===== config.mk =====
export PLATFORM = sky130hd
export DESIGN_NAME = fir_block_sequencer
export DESIGN_NICKNAME = d
export VERILOG_FILES = /design/src/rtl/fir_block_sequencer.sv
export SDC_FILE = /design/constraint.sdc
export NUM_CORES = 1
export LEC_CHECK = 0
export BUFFER_PORTS_ARGS = -buffer_cell sky130_fd_sc_hd__buf_2
export CELL_PAD_IN_SITES_DETAIL_PLACEMENT = 0
export CELL_PAD_IN_SITES_GLOBAL_PLACEMENT = 2
export CORE_AREA = 2 2 216 218
export CTS_CLUSTER_SIZE = 14
export DETAILED_ROUTE_END_ITERATION = 10
export DIE_AREA = 0 0 218 220
export HOLD_SLACK_MARGIN = 0.08
export PLACE_DENSITY_LB_ADDON = 0.2
export SLEW_MARGIN = 20
export SYNTH_ARGS = -nofsm -noshare
export SYNTH_HDL_FRONTEND = slang
export SYNTH_SLANG_ARGS = --single-unit
export TNS_END_PERCENT = 50

===== constraint.sdc =====
create_clock -name clkIn -period 4.47 [get_ports clkIn]
set_clock_uncertainty 0.2 [all_clocks]
set_input_delay 0.894 -clock clkIn [delete_from_list [all_inputs] [get_ports clkIn]]
set_output_delay 0.894 -clock clkIn [all_outputs]
set_load 0.05 [all_outputs]

===== src/rtl/fir_block_sequencer.sv =====
// fir_block_sequencer: packs input samples into blocks for the block FIR and replays its results in order.
// Defining FIR_TIMEOUT_EN adds a WAIT watchdog that sets a sticky errorOut and abandons the block.
module fir_block_sequencer #(
  parameter int SAMPLES_NUM    = 4,
  parameter int TIMEOUT_CYCLES = 256
) (
  input  logic                      clkIn,
  input  logic                      nResetIn,
  input  logic                      sampleValidIn,
  input  logic [15:0]               sampleIn,
  output logic                      sampleReadyOut,
  output logic                      resultValidOut,
  output logic [31:0]               resultOut,
  input  logic                      resultReadyIn,
  output logic                      firStartOut,
  output logic [16*SAMPLES_NUM-1:0] firDataOut,
  input  logic                      firBusyIn,
  input  logic                      firDoneIn,
  input  logic [32*SAMPLES_NUM-1:0] firDataIn,
  output logic                      errorOut
);
  typedef enum logic [1:0] {IDLE, START, WAIT, DRAIN} state_t;
  localparam int DW = 16*SAMPLES_NUM;
  localparam int RW = 32*SAMPLES_NUM;
  localparam logic [3:0] FULL = 4'(SAMPLES_NUM);
  localparam logic [2:0] LAST = 3'(SAMPLES_NUM-1);
  state_t state_q, state_d;
  logic [3:0] cnt_q, cnt_d;
  logic [2:0] idx_q, idx_d;
  logic [DW-1:0] col_q, col_d, fdat_q, fdat_d;
  logic [RW-1:0] res_q, res_d;
  logic start_q, start_d, valid_q, valid_d, err_q, err_d;
  logic accept, launch, timeout;
  assign sampleReadyOut = cnt_q != FULL;
  assign accept = sampleValidIn && sampleReadyOut;
  assign launch = state_q == IDLE && cnt_q == FULL && !firBusyIn && !firDoneIn;
  assign cnt_d = launch ? 4'd0 : accept ? cnt_q + 4'd1 : cnt_q;
  assign fdat_d = launch ? col_q : fdat_q;
  assign start_d = launch;
  assign err_d = err_q | timeout;
  assign firStartOut = start_q;
  assign firDataOut = fdat_q;
  assign resultValidOut = valid_q;
  assign resultOut = res_q[RW-1 -: 32];
  assign errorOut = err_q;
`ifdef FIR_TIMEOUT_EN
  localparam int TW = $clog2(TIMEOUT_CYCLES+1);
  logic [TW-1:0] wd_q, wd_d;
  assign wd_d = state_q == WAIT ? wd_q + 1'b1 : '0;
  assign timeout = state_q == WAIT && !firDoneIn && wd_q == TW'(TIMEOUT_CYCLES-1);
  always_ff @(posedge clkIn or negedge nResetIn)
    if (!nResetIn) wd_q <= '0;
    else wd_q <= wd_d;
`else
  assign timeout = TIMEOUT_CYCLES < 0;
`endif
  always_comb begin
    col_d = col_q;
    if (accept) col_d[16*cnt_q +: 16] = sampleIn;
  end
  always_comb begin
    state_d = state_q;
    idx_d = idx_q;
    res_d = res_q;
    valid_d = valid_q;
    case (state_q)
      IDLE: state_d = launch ? START : IDLE;
      START: state_d = WAIT;
      WAIT:
        if (firDoneIn) begin
          res_d = firDataIn;
          idx_d = '0;
          valid_d = 1'b1;
          state_d = DRAIN;
        end else if (timeout) state_d = IDLE;
      DRAIN:
        if (resultReadyIn) begin
          res_d = res_q << 32;
          idx_d = idx_q + 3'd1;
          valid_d = idx_q != LAST;
          state_d = idx_q == LAST ? IDLE : DRAIN;
        end
    endcase
  end
  always_ff @(posedge clkIn or negedge nResetIn)
    if (!nResetIn) begin
      state_q <= IDLE;
      cnt_q <= '0;
      idx_q <= '0;
      col_q <= '0;
      fdat_q <= '0;
      res_q <= '0;
      start_q <= 1'b0;
      valid_q <= 1'b0;
      err_q <= 1'b0;
    end else begin
      state_q <= state_d;
      cnt_q <= cnt_d;
      idx_q <= idx_d;
      col_q <= col_d;
      fdat_q <= fdat_d;
      res_q <= res_d;
      start_q <= start_d;
      valid_q <= valid_d;
      err_q <= err_d;
    end
endmodule


==> results.cfg, run 1 <==
[status]
status = complete, no violations

[sta]
rsz0062_at_grt = false
finalHoldViolCount = 0
relSlewSlack_pct = 32.5
drv_slew = 0
setup_tns_ns = 0
fmax_mhz = 305
finalCritPeriodShare_pct = 73.3
worstMarginPinSlew_ns = 1.01
fin_crit_ns = 3.27
finalSetupViolations = 0

[placement]
dpl_cell_area_um2 = 12900
post-dp-hpwl_um = 20600
gp_congestion = 0.693
io_buffer_count = 248

[final_layout]
stdcell_area_um2 = 14200
areaGrowthSynthToFinish_pct = 26.4
drive_above_1_share_pct = 34.0
fin_nets = 1313

[critical_path]
crit_slowest_cell = or4b_1
cp_num_buf_inv = 0
critPathKind = flip-flop to flip-flop
end_kind = flip-flop
cp_max_fo = 16
arrival_ns = 3.47
cp_slowest_stage_delay_ns = 0.52
critPathTopFamily = simple AND/OR/NAND/NOR gates
crit_path_start_kind = flip-flop
crit_chain = or3_1 -> ha_1 -> or3b_1 -> or4b_1 -> a21oi_4 -> mux2_1
cp.required_ns = 4.67

[clock_network]
cts_tree = done
cts_setup_buffers = 0
h-tree-depth = 2
clkTransAtPathRegs_ns = 0.06
ctsResizeCount = 0
numCtsBuffers = 35
cts_root_buffer = clkbuf_16
cts_sinks = 267
clock_latency_ns = 0.53
hold_buffers = 0
cts.path.max_buffers = 3

[pwr]
seqPwrFrac_pct = 37.0
p_sw_share_pct = 35.9
power.switching_uw = 3530
power.internal_uw = 6320
power.density_nw_per_um2 = 693
pwr-share-comb_pct = 32.0
p_clk_share_pct = 31.0
vdd_ir_drop_max_mv = 0.457
power_leakage_uw = 0.00744

[logic_synthesis]
netlist_area_um2 = 11200
synthMuxAreaShare_pct = 18.2
synth_edf_count = 0
syn_area_per_cell_um2 = 11.8
synthXorXnorAreaFrac_pct = 0.0779
syn_nets = 1108
ys_types = 41
synth_flop_cell = dfrtp_1
synth_area_leaders = dfrtp_1 (59%), mux2i_1 (10%), mux2_2 (6.8%), o21ai_0 (5.9%), nand2_1 (5.7%)
ys_async_sr_fraction_pct = 100
synthAdderAreaFrac_pct = 0.556
synth_top_area_share_pct = 59.4
ys_ff_latch = 267
synth_top_family_by_area = multiplexers
synth-seq-area-share_pct = 59.4
synthCells = 953
yosysWarnings = 0
synth-simple-area-share_pct = 6.95
synth_area_leader_cell = dfrtp_1
synth_compound_area_share_pct = 9.42

[drt]
dr.pass1.iters = 4
drtAntennaViolNets = 0
drt-total-wl_um = 30800
via_per_inst = 4.19
first_iter_violations = 342
routedWlPerCell_um = 17.1
drc = 0
vias = 7517

[grt]
grt_start_max_net_pins = 101
antenna_found_initial = 3
grt_pass1_vias = 7774
track_usage_pct = 12.9
gr-total-overflow = 0
grt_pass1_wl_um = 47400

[floorplanning]
rows = 79
die-area_um2 = 48000
io_pins = 250
die_x_um = 218
die_y_um = 220
core-area_um2 = 45900
initial_core_util_pct = 24.5

[run]
maxCapViolCount = 0

[min_path]
hold_path_class = input port to async pin
stage by stage:
| stage | utilization, % | hold slack [ns] | power (uW) | setup WS, ns | cells |
|---|---|---|---|---|---|
| 6_report | 31.0 | 0.124 | 9850 | 1.20 | 1795 |
| 3_3_place_gp | 28.2 | 0.255 | 6870 | 1.16 | 1728 |
| 3_5_place_dp | 28.2 | 0.264 | 6930 | 1.15 | 1728 |
| 2_1_floorplan | - | 0.246 | 6150 | 1.41 | 953 |
| 5_1_grt | 31.0 | 0.155 | 10500 | 1.06 | 1792 |
| 4_1_cts | 31.0 | 0.124 | 10100 | 1.15 | 1792 |
cell usage after synthesis (all sizes together) (2+ instances only):
library cell and n:
ha 5, buf 53, o21ai 133, mux2 81
nor4 2, nand3b 2, nand2 171, dfrtp 267
clkbuf 43, nor3 2, a21oi 5, or4 2
mux2i 113, inv 22, a22o 32, and2 2
nor2 2
worst paths after layout:
| path | slack, ns | depth (start not counted) | startpoint | end |
|---|---|---|---|---|
| worst max register to register | 1.20 | 6 | cnt_q[0] | col_q[32] |
| worst min-delay path | 0.12 | 1 | nResetIn | res_q[110] |
| max in group asynchronous | 2.89 | 2 | nResetIn | firDataOut[61] |
| worst min register to register | 0.27 | 2 | res_q[116] | res_q[116] |
| worst max-delay path | 1.20 | 6 | cnt_q[0] | col_q[32] |
| min in group clkIn | 0.27 | 2 | res_q[116] | res_q[116] |
sequential cells by signal (all words and copies together) (netlist names):
| name | flops |
|---|---|
| idx_q | 3 |
| col_q | 64 |
| cnt_q | 4 |
| state_q | 2 |
| resultValidOut | 1 |
| firDataOut | 64 |
| firStartOut | 1 |
| res_q | 128 |
kinds of logic after synthesis:
group	count (synthesis)
fa+ha+maj	5
xor+xnor	1
simple gates	190
mux	194
buf+inv	118
other cells	1
compound gates	177
flops	267
cell usage in the layout (no fill, tap or decap), types with 2 or more instances in the layout:
cell type | netlist | layout
diode_2 | 0 | 3
or4_1 | 2 | 2
a21oi_4 | 1 | 2
dfrtp_1 | 267 | 267
a21oi_1 | 4 | 3
nor2_1 | 2 | 2
clkbuf_16 | 0 | 36
clkbuf_8 | 0 | 13
clkbuf_1 | 43 | 4
mux2i_1 | 113 | 113
buf_4 | 33 | 11
clkinv_2 | 0 | 3
inv_1 | 22 | 22
buf_2 | 15 | 247
mux2_1 | 13 | 13
inv_6 | 0 | 2
bufinv_16 | 0 | 4
mux2_2 | 68 | 68
buf_12 | 0 | 5
o21ai_0 | 133 | 133
ha_1 | 5 | 5
nand2_1 | 171 | 171
a22o_1 | 32 | 32
area by class of cell:
class,instances,area (um2)
clock buffers,53,1090
diodes,3,7.51
fillers,4778,31600
repair buffers,264,1430
clock inverters,11,178
well taps,607,759
multi-input cells,568,3980
inverters,22,82.6
flip-flops and latches,267,6680
per-layer routing:
layer / track usage, % / vias to the layer above / part of all wire (%)
met5: 0 / - / 0.14
met4: 3.54 / 6 / 2.0
met3: 4.90 / 51 / 7.8
met2: 19.0 / 168 / 43
met1: 17.5 / 3634 / 47
li1: - / 3658 / -
power groups by stage:
stage	Sequential, uW	Clock [uW]	Combinational [uW]
final	3650	3050	3150
after CTS	3660	3170	3230
after global placement	3680	0	3190
after global routing	3750	3270	3520
after floorplan	3630	0	2520
after detailed placement	3700	0	3220
No activity file was read; power rests on OpenSTA's default activity.
==> inputs of run 2 (changes only) <==
==> constraint.sdc (replaced) <==
create_clock -name clkIn -period 3.1 [get_ports clkIn]
set_clock_uncertainty 0.2 [all_clocks]
set_input_delay 0.62 -clock clkIn [delete_from_list [all_inputs] [get_ports clkIn]]
set_output_delay 0.62 -clock clkIn [all_outputs]
set_load 0.05 [all_outputs]
==> run 2 against run 1 <==
  * Cell count up 0.61%
  * Utilization about the same
  * Register-to-register slack worse by 1.0 ns
  * Global-route usage grew 0.35 points
  * Hold slack worse by 0.0037 ns
  * Via count increased by 0.21%
  * Power grew 38%
  * Critical path depth increased by 1
  * Design area decreased by 0.16%
  * Critical path type unchanged
  * Highest routed layer unchanged
==> results.cfg, run 2 (same netlist as run 1, synthesis figures left out) <==
[sta]
finalCritPeriodShare_pct = 95.0
rsz0062_at_grt = false
drv_slew = 0
finalHoldViolCount = 0
fmax_mhz = 340
relSlewSlack_pct = 38.3
worstMarginPinSlew_ns = 0.925
finalSetupViolations = 0
fin_hold_ws_ns = 0.120
fin_crit_ns = 2.94
setup_tns_ns = 0

[critical_path]
arrival_ns = 3.15
crit_slowest_cell = or4b_1
crit_start = cnt_q[2]
cp.required_ns = 3.31
cp_slowest_stage_delay_ns = 0.52
crit_chain = or3_1 -> ha_4 -> or3b_1 -> or4b_1 -> a21oi_4 -> buf_12 -> mux2_2
end_kind = flip-flop
critPathKind = flip-flop to flip-flop
cp_max_fo = 16
crit_path_start_kind = flip-flop
r2r_start = cnt_q[2]

[pwr]
power_leakage_uw = 0.00742
power.density_nw_per_um2 = 958
vdd_ir_drop_max_mv = 0.633

[drt]
drc = 0
via_per_inst = 4.17
first_iter_violations = 377
routedWlPerCell_um = 17.2
drtAntennaViolNets = 0
dr.pass1.iters = 4
vias = 7533
drt-total-wl_um = 31100

[final_layout]
largest_reg_flops = 128
top_register = res_q
final_common_cell = dfrtp_1
areaGrowthSynthToFinish_pct = 26.2
final_cell_mix = dfrtp_1 (267), buf_2 (247), nand2_1 (171), o21ai_0 (133), mux2i_1 (113)
fin_nets = 1333
drive_above_1_share_pct = 33.6

[floorplanning]
rows = 79
io_pins = 250
die-area_um2 = 48000
core-area_um2 = 45900
die_x_um = 218
initial_core_util_pct = 24.5
die_y_um = 220

[grt]
grt_pass1_wl_um = 48400
grt_pass1_vias = 7885
track_usage_pct = 13.2
grt_start_max_net_pins = 100
gr-total-overflow = 0
antenna_found_initial = 2

[run]
maxCapViolCount = 0

[clock_network]
numCtsBuffers = 34
cts.path.max_buffers = 3
h-tree-depth = 2
clock_latency_ns = 0.53
clkTransAtPathRegs_ns = 0.05
cts_tree = done
cts_setup_buffers = 0
cts_root_buffer = clkbuf_16
cts_sinks = 267

[min_path]
hold_path_class = input port to flip-flop
worstHoldStart = firDataIn[4]

[placement]
gp_congestion = 0.718
io_buffer_count = 248
post-dp-hpwl_um = 21500

[status]
status = complete, no violations
run 2: worst paths after layout:
kind / to / slack [ns] / depth (start not counted)
max reg2reg: col_q[34] / 0.16 / 7
max: col_q[34] / 0.16 / 7
min in group asynchronous: res_q[110] / 0.43 / 2
max in group asynchronous: col_q[2] / 1.44 / 3
min: res_q[4] / 0.12 / 2
min reg2reg: idx_q[2] / 0.27 / 2
run 2: power by group:
| group | leakage (uW) | switching (uW) | internal [uW] | total (uW) |
|---|---|---|---|---|
| Combinational | 0.00341 | 2930 | 1830 | 4750 |
| Clock | 0.000489 | 1480 | 2130 | 3620 |
| Sequential | 0.00352 | 605 | 4630 | 5230 |
| Total | 0.00742 | 5010 | 8590 | 13600 |
run 2: routing by layer:
| layer | share of wire, % | wire length [um] | vias up | GRT usage (%) |
|---|---|---|---|---|
| li1 | - | - | 3698 | - |
| met1 | 49 | 15100 | 3616 | 18.7 |
| met2 | 43 | 13400 | 175 | 19.6 |
| met3 | 6.2 | 1930 | 40 | 3.41 |
| met4 | 2.1 | 640 | 4 | 4.35 |
| met5 | 0.093 | 29 | - | 0 |
run 2: worst max-delay path, delay by kind of cell, from the launching register on:
kind,cells,cell delay [ns]
adders and majority gates,1,0.31
DFF,1,0.37
muxes,1,0.34
and+or+nand+nor,3,1.27
buffers and inverters,1,0.17
AOI/OAI and AO/OA,1,0.16
run 2: what timing repair did:
item,CTS,global route
hold endpoints to repair,67,0
resized for setup,0,1
endpoints found under the setup margin,0,1
hold buffers,7,0
run 2: metrics by stage:
stage | utilization [%] | worst slack (ns) | power [uW] | area, um2 | cells
after floorplan | - | 0.0413 | 8860 | 11200 | 953
after global placement | 28.6 | 0.145 | 10100 | 13100 | 1742
after detailed placement | 28.6 | 0.120 | 10100 | 13100 | 1742
after CTS | 30.9 | 0.0873 | 13900 | 14200 | 1802
after global routing | 30.9 | 0.0500 | 14600 | 14200 | 1802
final | 31.0 | 0.156 | 13600 | 14200 | 1806
run 2: final cells by class:
class | instances | area, um2
well taps | 607 | 759
diodes | 4 | 10.0
fillers | 4794 | 31700
inverters | 22 | 82.6
flip-flops and latches | 267 | 6680
repair buffers | 285 | 1670
clock buffers | 48 | 953
multi-input cells | 568 | 4000
clock inverters | 5 | 43.8
